==> src/rtl/device_b_responder.sv <==
// Device-B side of a four-phase req/ack handshake: latches data on request,
// acknowledges after a fixed delay, counts transfers and flags protocol errors.
module device_b_responder #(
    parameter int unsigned DW        = 4,
    parameter int unsigned CW        = 8,
    parameter int unsigned ACK_DELAY = 3,
    parameter int unsigned TIMEOUT   = 200
) (
    input  logic          clk,
    input  logic          reset,
    input  logic          req,
    input  logic [DW-1:0] data_in,
    output logic          ack,
    output logic [DW-1:0] data_out,
    output logic          data_valid,
    output logic [CW-1:0] xfer_count,
    output logic          busy,
    output logic          proto_err,
    output logic          timeout_err
);

    localparam int unsigned DCW = 8;
    localparam int unsigned TCW = 16;

    typedef enum logic [2:0] {
        S_IDLE = 3'd0,
        S_WAIT = 3'd1,
        S_ACK  = 3'd2,
        S_REL  = 3'd3,
        S_ERR  = 3'd4
    } state_e;

    state_e         state_q;
    logic [DCW-1:0] dcnt_q;
    logic [TCW-1:0] tcnt_q;
    logic [DW-1:0]  data_q;
    logic [CW-1:0]  xfer_q;
    logic           ack_q;
    logic           dv_q;
    logic           busy_q;
    logic           proto_q;
    logic           tmo_q;

    // ack and busy are kept as explicit flops, set on the transition into the state they mirror
    always_ff @(posedge clk or negedge reset) begin
        if (!reset) begin
            state_q <= S_IDLE;
            dcnt_q  <= '0;
            tcnt_q  <= '0;
            data_q  <= '0;
            xfer_q  <= '0;
            ack_q   <= 1'b0;
            dv_q    <= 1'b0;
            busy_q  <= 1'b0;
            proto_q <= 1'b0;
            tmo_q   <= 1'b0;
        end else begin
            dv_q <= 1'b0;
            case (state_q)
                S_IDLE: begin
                    if (req) begin
                        data_q  <= data_in;
                        dcnt_q  <= '0;
                        state_q <= S_WAIT;
                        busy_q  <= 1'b1;
                    end
                end
                S_WAIT: begin
                    if (!req) begin
                        proto_q <= 1'b1;
                        state_q <= S_IDLE;
                        busy_q  <= 1'b0;
                    end else if (dcnt_q == DCW'(ACK_DELAY - 1)) begin
                        state_q <= S_ACK;
                        ack_q   <= 1'b1;
                        dv_q    <= 1'b1;
                        tcnt_q  <= '0;
                    end else begin
                        dcnt_q <= dcnt_q + DCW'(1);
                    end
                end
                S_ACK: begin
                    // A falling req beats the timeout terminal count
                    if (!req) begin
                        state_q <= S_REL;
                        ack_q   <= 1'b0;
                        xfer_q  <= xfer_q + CW'(1);
                    end else if (tcnt_q == TCW'(TIMEOUT - 1)) begin
                        tmo_q   <= 1'b1;
                        state_q <= S_ERR;
                        ack_q   <= 1'b0;
                    end else begin
                        tcnt_q <= tcnt_q + TCW'(1);
                    end
                end
                S_REL: begin
                    state_q <= S_IDLE;
                    busy_q  <= 1'b0;
                end
                S_ERR: begin
                    if (!req) begin
                        state_q <= S_IDLE;
                        busy_q  <= 1'b0;
                    end
                end
                default: begin
                    state_q <= S_IDLE;
                    ack_q   <= 1'b0;
                    busy_q  <= 1'b0;
                end
            endcase
        end
    end

    assign ack         = ack_q;
    assign data_out    = data_q;
    assign data_valid  = dv_q;
    assign xfer_count  = xfer_q;
    assign busy        = busy_q;
    assign proto_err   = proto_q;
    assign timeout_err = tmo_q;

endmodule

==> config.mk <==
export PLATFORM = sky130hd
export DESIGN_NAME = device_b_responder
export DESIGN_NICKNAME = d
export VERILOG_FILES = /design/src/rtl/device_b_responder.sv
export SDC_FILE = /design/constraint.sdc
export NUM_CORES = 1
export LEC_CHECK = 0
export ABC_AREA = 1
export CAP_MARGIN = 30
export CELL_PAD_IN_SITES_DETAIL_PLACEMENT = 0
export CELL_PAD_IN_SITES_GLOBAL_PLACEMENT = 1
export CORE_UTILIZATION = 40
export CTS_CLUSTER_SIZE = 30
export DETAILED_ROUTE_END_ITERATION = 16
export GPL_TIMING_DRIVEN = 0
export PLACE_DENSITY_LB_ADDON = 0.1
export SLEW_MARGIN = 20
export SYNTH_ARGS = -nofsm -noshare
export SYNTH_HDL_FRONTEND = slang
export SYNTH_SLANG_ARGS = --single-unit
==> constraint.sdc <==
create_clock -name clk -period 4.3 [get_ports clk]
set_input_delay 1.075 -clock clk [delete_from_list [all_inputs] [get_ports clk]]
set_output_delay 1.075 -clock clk [all_outputs]
set_load 0.005 [all_outputs]
==> results of run 1 <==
==> cells in the final DEF, fill, tap and decap left out, types with 2 or more instances in the layout <==
cell,synthesis,layout
nand2_1,125,125
o21ai_0,14,14
xnor2_1,5,5
a21oi_1,4,4
inv_2,2,2
clkdlybuf4s50_1,0,22
ha_1,4,4
nand3_1,27,27
nand4_1,12,12
dfrtp_1,44,44
buf_6,2,2
inv_1,37,37
nor3_1,4,4
nand2_2,4,4
nor2_1,37,37
buf_16,0,2
xor2_1,6,6
o21bai_1,3,3
clkbuf_8,0,5
==> power by group <==
group / switching, mW / total [mW] / internal [mW] / leakage, nW
Clock: 0.137 / 0.247 / 0.111 / 0.0410
Sequential: 0.0683 / 0.559 / 0.491 / 0.589
Combinational: 0.266 / 0.472 / 0.206 / 0.840
==> flip-flops by register name, indices dropped and copies added, names as in the netlist <==
register	count
tcnt_q	16
dcnt_q	8
xfer_count	8
data_out	4
state_q	3
ack	1
busy	1
data_valid	1
proto_err	1
timeout_err	1
==> kinds of logic after synthesis <==
group	Yosys count	synth area share, %
flip-flops	44	44.3
AO/OA/AOI/OAI	22	4.73
XOR/XNOR	11	3.88
buffers and inverters	42	7.10
AND/OR/NAND/NOR	216	38.0
adder cells (fa/ha/maj)	4	2.01
==> area by class of cell <==
type	instances	area [µm²]
Timing Repair Buffer	25	280
Clock inverter	1	5.00
Sequential cell	44	1100
Tap cell	75	93.8
Multi-Input combinational cell	253	1210
Inverter	39	146
Fill cell	632	3020
Clock buffer	6	72.6
Buffer	3	30.0
==> path summary, 6_finish.rpt <==
check,startpoint,to
hold reg to reg,busy,busy
max in group asynchronous,reset,data_out[2]
min in group asynchronous,reset,tcnt_q[15]
setup reg to reg,tcnt_q[0],tcnt_q[3]
setup / recovery,xfer_count[2],xfer_count[2]
hold / removal,busy,busy
==> per-layer routing <==
metal,vias to the layer above,share of wire [%]
met5,-,0
met4,0,0.63
met3,4,2.8
met2,26,46
met1,937,50
li1,1140,-
==> impl_metrics.csv, run 1 <==
group,metric,value,unit
worst_setup_path,cp_top_family,"buffers and inverters",
cts,cts_tree,"yes",
sta,hold_ws,0.483,ns
logic_synthesis,synthTopCellsByArea,"dfrtp_1 44%, nand2_1 19%, inv_1 5.6%, nor2_1 5.6%, nand3_1 5.4%",
worst_setup_path,r2r_slack,2.47,ns
worst_setup_path,worstPathRequired,3.22,ns
worst_setup_path,cp_max_fo,4,
grt,met2_usage,32.0,%
route,drt_iter0_drc,72,
grt,met3_usage,4.16,%
place,dp.cells,439,
logic_synthesis,synth_top_area_cell,"dfrtp_1",
logic_synthesis,synth_seq_cells,44,
cts,clock_latency,0.30,ns
cts,clock-sinks,44,
power_and_ir_drop,ir_drop,229,µV
cts,cts_made_buffers,5,
logic_synthesis,yosysMostFrequentCell,"nand2_1",
worst_setup_path,crit_arrival,1.27,ns
grt,antenna_found_initial,0,
floorplanning,die_y,80.8,µm
power_and_ir_drop,finalPower,1.28,mW
route,drc,0,
worst_setup_path,critPathKind,"flop to output pin",
floorplanning,die_w,80.8,µm
grt,grt-busiest-layer,"met2",
cts,post_cts.repair.setup_buffers,0,
logic_synthesis,synth_cells,339,
sta,final_hold_viol_count,0,
logic_synthesis,ys_seq_area_share,44.3,%
worst_setup_path,rr_worst_depth,11,
floorplanning,ios,24,
sta,worst_slew_pin_slew,0.433,ns
route,antenna_left,0,
worst_setup_path,cp_cell_sequence,"clkdlybuf4s50_1",
worst_setup_path,startpoint_type,"flop",
worst_setup_path,critPathCaptureType,"output pin",
layout,layout-drive-gt1-share,6.47,%
logic_synthesis,synth_common_cells,"125 x nand2_1, 44 x dfrtp_1, 37 x inv_1, 37 x nor2_1, 27 x nand3_1",
route,routedWlPerCell,12.2,µm
worst_hold_path,min_path_cells,2,
sta,fin_tns_setup,0,ns
layout,finish.utilization,49.3,%
logic_synthesis,yosysUniqueCellTypes,25,
logic_synthesis,synth-edff-count,0,
worst_setup_path,critical_path_cell_count,1,
place,place.detailed.hpwl,4.14,mm
logic_synthesis,async_reset_ff_share,100,%
sta,worst_slack,1.95,ns
route,dr_total_vias,2107,
power_and_ir_drop,p_leak,1.47,nW
layout,nets,382,
place,port_buffers,23,
power_and_ir_drop,power_density,435,nW/µm²
logic_synthesis,synth_flop_cell,"dfrtp_1",
place,place_area,2860,µm²
logic_synthesis,syn-num-nets,350,
grt,met1_usage,23.9,%
grt,overflow,0,
floorplanning,floorplan.initialDensity,41.7,%
floorplanning,die_area,6530,µm²
cts,hold_buffers,0,
logic_synthesis,syn-cell-area,2480,µm²
sta,finalClockSkew,0.00723,ns
flow_run,drv_cap,0,
route,post_drt_via_cell_ratio,4.72,
floorplanning,core_area,5960,µm²
sta,period_share,54.6,%
cts,path_clk_slew,0.08,ns
logic_synthesis,syn-mean-instance-area,7.33,µm²
run_status,status,"completed",
cts,cts.path.max_buffers,2,
route,dr.pass1.iters,5,
cts,cts_resized,0,
layout,area_growth,18.2,%
worst_setup_path,path_buf_inv,1,
grt,grt_first_pass_wirelength,9.24,mm
sta,min_period,2.35,ns
cts,cts-htree-levels,2,
place,gp_congestion,0.804,
sta,rsz0062_at_grt,"no",
layout,antennaDiodeCount,0,
worst_hold_path,hp-class,"flop to flop",
logic_synthesis,ys_warn_count,0,
worst_setup_path,slowest_delay,0.54,ns
sta,drv_slew,0,
grt,grt_usage,18.8,%
grt,grt_pass1_vias,1975,
sta,max_freq,426,MHz
logic_synthesis,synth_top_cell_area_share,44.3,%
layout,stdcell_count,446,
worst_setup_path,slowest_stage,"clkdlybuf4s50_1",
place,dp_slack,1.65,ns
sta,finalSetupViolCount,0,
floorplanning,rows,28,
sta,slew_headroom,71.0,%
grt,grt_start_max_net_pins,19,
route,wirelength,5.42,mm
cts,cts-root-buf,"clkbuf_8",
layout,design_area,2940,µm²
No activity file was read; power rests on OpenSTA's default activity.
==> inputs of run 2 (changes only) <==
==> constraint.sdc (replaced) <==
create_clock -name clk -period 2.2 [get_ports clk]
set_input_delay 0.55 -clock clk [delete_from_list [all_inputs] [get_ports clk]]
set_output_delay 0.55 -clock clk [all_outputs]
set_load 0.005 [all_outputs]
==> results of run 2 <==
Same layout as run 1 (identical final DEF). Status: completed.
Main changes from that run: setup slack after placement 1.65 ns -> 0.0710 ns; setup slack after layout 1.95 ns -> 0.371 ns; hold slack 0.483 ns -> 0.140 ns; start point of the critical path xfer_count[2] -> tcnt_q[0]; end point of the critical path xfer_count[2] -> tcnt_q[3]; register-to-register setup slack 2.47 ns -> 0.37 ns; total power 1.28 mW -> 2.50 mW; worst IR drop on VDD 229 µV -> 447 µV
